===== src/rtl/tc21073_serial_add_8.sv =====
// Bit-serial adder: one full-adder slice consumes one operand bit per clock,
// LSB first, producing sum, carry-out and signed overflow after WIDTH cycles.
module tc21073_serial_add_8 #(
  parameter int unsigned WIDTH = 8
) (
  input  logic             clk,
  input  logic             rst,
  input  logic             start,
  input  logic [WIDTH-1:0] a,
  input  logic [WIDTH-1:0] b,
  input  logic             cin,
  output logic             busy,
  output logic             done,
  output logic [WIDTH-1:0] sum,
  output logic             cout,
  output logic             ovf
);

  localparam int unsigned CW = (WIDTH > 1) ? $clog2(WIDTH) : 1;

  typedef enum logic [1:0] {
    S_IDLE = 2'd0,
    S_RUN  = 2'd1,
    S_DONE = 2'd2
  } state_t;

  state_t           r_state;
  state_t           w_state_nxt;
  logic             w_load;
  logic             w_step;
  logic             w_last;

  logic [WIDTH-1:0] r_a;
  logic [WIDTH-1:0] r_b;
  logic [WIDTH-1:0] r_res;
  logic             r_c;
  logic [CW-1:0]    r_cnt;
  logic [WIDTH-1:0] r_sum;
  logic             r_cout;
  logic             r_ovf;
  logic             r_busy;
  logic             r_done;

  logic             w_s;
  logic             w_co;

  // Single full-adder slice on the current LSBs and the carry flop.
  always_comb begin
    w_s  = r_a[0] ^ r_b[0] ^ r_c;
    w_co = (r_a[0] & r_b[0]) | (r_c & (r_a[0] ^ r_b[0]));
  end

  // Next-state and datapath control decode.
  always_comb begin
    w_state_nxt = r_state;
    w_load      = 1'b0;
    w_step      = 1'b0;
    w_last      = 1'b0;
    unique case (r_state)
      S_IDLE: begin
        if (start) begin
          w_load      = 1'b1;
          w_state_nxt = S_RUN;
        end
      end
      S_RUN: begin
        w_step = 1'b1;
        if (r_cnt == CW'(WIDTH - 1)) begin
          w_last      = 1'b1;
          w_state_nxt = S_DONE;
        end
      end
      S_DONE:  w_state_nxt = S_IDLE;
      default: w_state_nxt = S_IDLE;
    endcase
  end

  // State register; busy/done are registered decodes of the next state.
  always_ff @(posedge clk) begin
    if (rst) begin
      r_state <= S_IDLE;
      r_busy  <= 1'b0;
      r_done  <= 1'b0;
    end else begin
      r_state <= w_state_nxt;
      r_busy  <= (w_state_nxt == S_RUN);
      r_done  <= (w_state_nxt == S_DONE);
    end
  end

  // Operand shift registers, carry flop, bit counter and result shifter.
  always_ff @(posedge clk) begin
    if (rst) begin
      r_a   <= '0;
      r_b   <= '0;
      r_res <= '0;
      r_c   <= 1'b0;
      r_cnt <= '0;
    end else if (w_load) begin
      r_a   <= a;
      r_b   <= b;
      r_c   <= cin;
      r_cnt <= '0;
    end else if (w_step) begin
      r_a   <= {1'b0, r_a[WIDTH-1:1]};
      r_b   <= {1'b0, r_b[WIDTH-1:1]};
      r_res <= {w_s, r_res[WIDTH-1:1]};
      r_c   <= w_co;
      r_cnt <= r_cnt + CW'(1);
    end
  end

  // Visible results update only on the edge that finishes the MSB.
  always_ff @(posedge clk) begin
    if (rst) begin
      r_sum  <= '0;
      r_cout <= 1'b0;
      r_ovf  <= 1'b0;
    end else if (w_last) begin
      r_sum  <= {w_s, r_res[WIDTH-1:1]};
      r_cout <= w_co;
      r_ovf  <= r_c ^ w_co;
    end
  end

  assign busy = r_busy;
  assign done = r_done;
  assign sum  = r_sum;
  assign cout = r_cout;
  assign ovf  = r_ovf;

endmodule


===== config.mk =====
export PLATFORM = sky130hd
export DESIGN_NAME = tc21073_serial_add_8
export DESIGN_NICKNAME = d
export VERILOG_FILES = /design/src/rtl/tc21073_serial_add_8.sv
export SDC_FILE = /design/constraint.sdc
export NUM_CORES = 1
export LEC_CHECK = 0
export CORE_ASPECT_RATIO = 1.2
export CORE_MARGIN = 1.5
export CORE_UTILIZATION = 47
export CTS_CLUSTER_SIZE = 30
export DETAILED_ROUTE_END_ITERATION = 12
export PLACE_DENSITY = 0.81
export SETUP_SLACK_MARGIN = 0.4
export SYNTH_ARGS = -nofsm -noshare
export SYNTH_HDL_FRONTEND = slang
export SYNTH_SLANG_ARGS = --single-unit

===== constraint.sdc =====
create_clock -name clk -period 1.45 [get_ports clk]
set_input_delay 0.29 -clock clk [delete_from_list [all_inputs] [get_ports clk]]
set_output_delay 0.29 -clock clk [all_outputs]
set_load 0.01 [all_outputs]

# ---- After elaboration in Yosys (flattened, before gate mapping)
# Cells that the tools add are included.
dict set report classes {
  n_addsub 1
  eq_ne 4
  n_mux 14
  bitwise_logic 7
  n_reduce_logical 4
}
# op n
set ops {}
lappend ops {{2-to-1 mux 8 bit} 4}
lappend ops {{2-to-1 mux 1 bit} 7}
lappend ops {{equality test 2 x 1 -> 1 bit, second input constant} 2}
lappend ops {{2-to-1 mux 2 bit} 2}
lappend ops {{case mux 2 bit (2 select lines)} 1}
lappend ops {{adder 3 x 1 -> 3 bit, second input constant} 1}
lappend ops {{equality test 3 bit, second input constant} 1}
lappend ops {{bitwise XOR 1 bit} 3}
lappend ops {{AND 1 bit} 2}
lappend ops {{equality test 2 bit, second input constant} 1}
lappend ops {{zero test 2 bit} 1}
lappend ops {{AND reduction 2 bit} 1}
lappend ops {{nonzero test 2 bit} 1}
lappend ops {{OR reduction 2 bit} 1}
lappend ops {{NOT 1 bit} 1}
lappend ops {{bitwise OR 1 bit} 1}
dict set report totals {
  ff_bits 42
  in_bits 20
  out_inout_bits 12
  elab_cells 41
}

# ---- Depth between registers and ports, before layout
dict set report logic_depth {
  word_depth 5
  mapped_depth 6
  ltp_nobuf 5
}

# ---- Worst setup path before layout
# No wires, ideal clock.
dict set report synth_timing {
  path_kind {register to register}
  start {register r_cnt[0]}
  end {register r_sum[0], in the netlist sum[0]}
  setup_time_ps 140
  arrival_time_ps 1153
  t_required_ps 1310
  setup_slack_ps 157
  path_stages_with_launch 7
  path_buffers 1
  synth_period_minus_slack_ps 1293
  cell_sequence {dfxtp_1 ha_1 ha_1 and3b_1 buf_2 nand2_1 a21oi_1}
}
dict set report synth_between {
  elab_chain_cells 3
}
# item line_no
set synth_rtl {}
lappend synth_rtl {{from (decl)} 37} ;# logic [CW-1:0] r_cnt;
lappend synth_rtl {{from (signal assigned)} 109} ;# r_cnt <= r_cnt + CW'(1);
lappend synth_rtl {{equality test 3 bit} 68} ;# if (r_cnt == CW'(WIDTH - 1)) begin
lappend synth_rtl {{2-to-1 mux 1 bit} 68}
lappend synth_rtl {{2-to-1 mux 1 bit} 59} ;# unique case (r_state)
lappend synth_rtl {{to (signal assigned)} 120} ;# r_sum <= {w_s, r_res[WIDTH-1:1]};
lappend synth_rtl {{to (decl)} 38} ;# logic [WIDTH-1:0] r_sum;
# Every way passes these cells.
# A chain may end at the register's enable or synchronous reset.

# ---- Worst setup path after layout
dict set report layout_timing {
  start {register r_cnt[0]}
  end {register r_ovf, in the netlist ovf}
}
dict set report layout_between {
  elab_chain_cells 3
}
# item line_no
set layout_rtl {}
lappend layout_rtl {{equality test 3 bit} 68}
lappend layout_rtl {{2-to-1 mux 1 bit} 68}
lappend layout_rtl {{2-to-1 mux 1 bit} 59}
lappend layout_rtl {{to (signal assigned)} 122} ;# r_ovf <= r_c ^ w_co;
lappend layout_rtl {{to (decl)} 40} ;# logic r_ovf;
# Every way passes these cells.

==> flow_summary.ini <==
[status]
status = complete, no violations

[timing]
max_freq_mhz = 752.9
slew_headroom_pct = 78.06
post-route-period-util_pct = 91.60
rsz0062_at_grt = true
setup_viol = 0
period_minus_slack_ns = 1.328
finalHoldViolations = 0
finalMaxSlewViolations = 0
setup_ws_ns = 0.1218
fin_skew_ns = 0.007828
tightest_slew_ns = 0.3290

[worst_setup_path]
arrival_ns = 1.51
r2r_end = ovf
crit_top_cell = ha_4
required_ns = 1.64
reg2reg_setup_slack_ns = 0.12
slowest_delay_ns = 0.34
critPathKind = register to register
critPathMaxFanout = 5
end_kind = register
worstRegToRegCells = 5
startpoint = r_cnt[0]
start_kind = register
cp_slowest_cell = dfxtp_2
crit_chain = ha_4 > ha_4 > and3b_2 > nor2_1 > a211oi_2
rr_startpoint = r_cnt[0]

[floorplanning]
start_util_pct = 49.31
io_pins = 32
die-area_um2 = 3900
die_x_um = 57.26
coreArea_um2 = 3367
row_count = 23
die_h_um = 68.11

[pwr]
power_uw = 2496
p_leak_uw = 0.0009125
ir_drop_mv = 0.8590
p_per_area_nw_per_um2 = 1007

[synthesis]
synth_area_leaders = dfxtp_1, nand2_1, o221a_1
avgSynthCellArea_um2 = 9.380
ys_seq_elements = 41
synth_edf_count = 0
synth.distinct_cells = 27
synth_nets = 200
syn_inst = 177
ys_seq_area_share_pct = 49.43
synth_top_area_share_pct = 49.43
yosys_warnings = 0
synth_area_leader_cell = dfxtp_1
synth_most_common_cell = dfxtp_1
synth_flop_cell = dfxtp_1
yosys-top-cells-count = dfxtp_1, nand2_1, a21oi_1
netlist_area_um2 = 1660
async_flop_share_pct = 0

[finish]
syn_to_final_growth_pct = 49.28
final_nets = 247
antenna_cells = 0
post-route-util_pct = 73.62
multiInputGateArea_um2 = 870.8
drive_gt1_share_pct = 49.33
fin_cells = 262
regArea_um2 = 844.6
fillers = 224

[placement]
portBuffers = 31
place_hpwl_um = 2333
placed_cells = 237
gp_routability_congestion = 0.6972
post-place-ws_ns = -0.2651

[cts]
cts.sinks = 41
clk_latency_ns = 0.30
cts_buffers = 5
cts-root-buf = clkbuf_8
cts_tree = built
h-tree-depth = 2
ctsHoldBuffers = 0
clkSlewWorstSetupHoldPaths_ns = 0.08
clk_path_buf_depth = 2

[global_routing]
grt_max_degree = 42
grt_pass1_wl_um = 6548
antenna_found_initial = 0
grt_pass1_vias = 1409
grt.overflow.total = 0
grt_usage_pct = 21.84

[routing]
num_vias = 1440
first_pass_iters = 4
initialDrtViolationCount = 91
drtAntennaViolNets = 0
drc = 0
routed_wl_um = 4171
wire_per_inst_um = 15.92
via_per_inst = 5.496

[min_path]
min_path_cells = 2
holdPathEnd = sum[0]
hp-class = register to register
min-delay-start = r_res[1]

[job]
drv_cap = 0
## registers in the layout, summed over array words and instances, names as in the netlist
register and cells:
sum 8, r_state 2, r_res 7, done 1, r_cnt 3, busy 1, r_a 8, r_c 1
ovf 1, r_b 8, cout 1
## worst max-delay path: cells and delay by family (launching register included)
| family | cells | cell delay [ns] |
|---|---|---|
| adders and majority gates | 2 | 0.32 |
| and+or+nand+nor | 2 | 0.48 |
| DFF | 1 | 0.34 |
| AOI/OAI and AO/OA | 1 | 0.08 |
## how the worst max path moves through the flow
stage                         to  slack, ns  cells past startpoint
after floorplan           sum[1]       0.29                      6
after global placement    r_b[0]      -0.24                      4
after detailed placement  r_a[6]      -0.27                      4
after CTS                 sum[7]       0.19                      6
after global routing         ovf       0.07                      5
final                        ovf       0.12                      5
## stage by stage
| step | TNS, ns | hold WS, ns | instance area, µm² |
|---|---|---|---|
| after CTS | 0 | 0.4552 | 2328 |
| final | 0 | 0.4616 | 2479 |
| after detailed placement | -4.112 | 0.4489 | 2024 |
| after floorplan | 0 | 0.4364 | 1722 |
| after global routing | 0 | 0.4801 | 2479 |
| after global placement | -3.691 | 0.4416 | 2024 |
## metal layers
metal / vias up / global-route usage, % / share of wire [%]
li1: 697 / - / -
met1: 690 / 25.23 / 42
met2: 40 / 38.51 / 52
met3: 13 / 3.970 / 3.7
met4: 0 / 11.63 / 2.9
met5: - / 0 / 0
## cells in the final DEF, fill, tap and decap left out, types with 2 or more instances in the layout
master           instances
o221a_1                 10
buf_12                   2
nor2_2                   2
dfxtp_4                  2
buf_6                   19
ha_4                     2
nand2_1                 24
nand2_2                  8
a211oi_2                 2
a21oi_1                  9
clkbuf_8                 5
nor2_1                   7
a21oi_2                 22
dfxtp_1                 26
buf_4                   10
inv_1                   15
clkdlybuf4s50_1         18
o221a_2                  5
dfxtp_2                 13
nor2_4                   2
clkdlybuf4s15_2          2
a22oi_2                  4
## power breakdown
group | switching, µW | total (µW) | internal [µW] | leakage, µW
clock network | 425 | 940 | 515 | 0.0000543
registers | 39.9 | 1220 | 1180 | 0.000342
logic | 160 | 339 | 179 | 0.000516
## kinds of logic (layout without fill, tap and decap cells)
| family | Yosys count | after routing | synth area share (%) |
|---|---|---|---|
| flip-flops | 41 | 41 | 49.43 |
| adder cells (fa/ha/maj) | 3 | 3 | 2.713 |
| AND/OR/NAND/NOR | 49 | 49 | 12.74 |
| buffers and inverters | 28 | 76 | 8.289 |
| XOR/XNOR | 1 | 1 | 0.5276 |
| AO/OA/AOI/OAI | 54 | 54 | 25.70 |
| multiplexers | 1 | 1 | 0.6029 |
## cell type report
type	count	share of cell area, %
Inverter	15	2.272
Timing Repair Buffer	53	22.01
Tap cell	37	1.868
Sequential cell	41	34.07
Clock inverter	3	1.868
Multi-Input combinational cell	108	35.13
Clock buffer	5	2.776
## what timing repair did
action                                  in CTS  in global routing
endpoints found under the setup margin      53                 52
gates cloned                                 2                  0
pin swaps                                   12                 10
gates resized for setup                     88                 30
buffers inserted                             9                  6
Note: power is estimated with default switching activity, not from simulation.
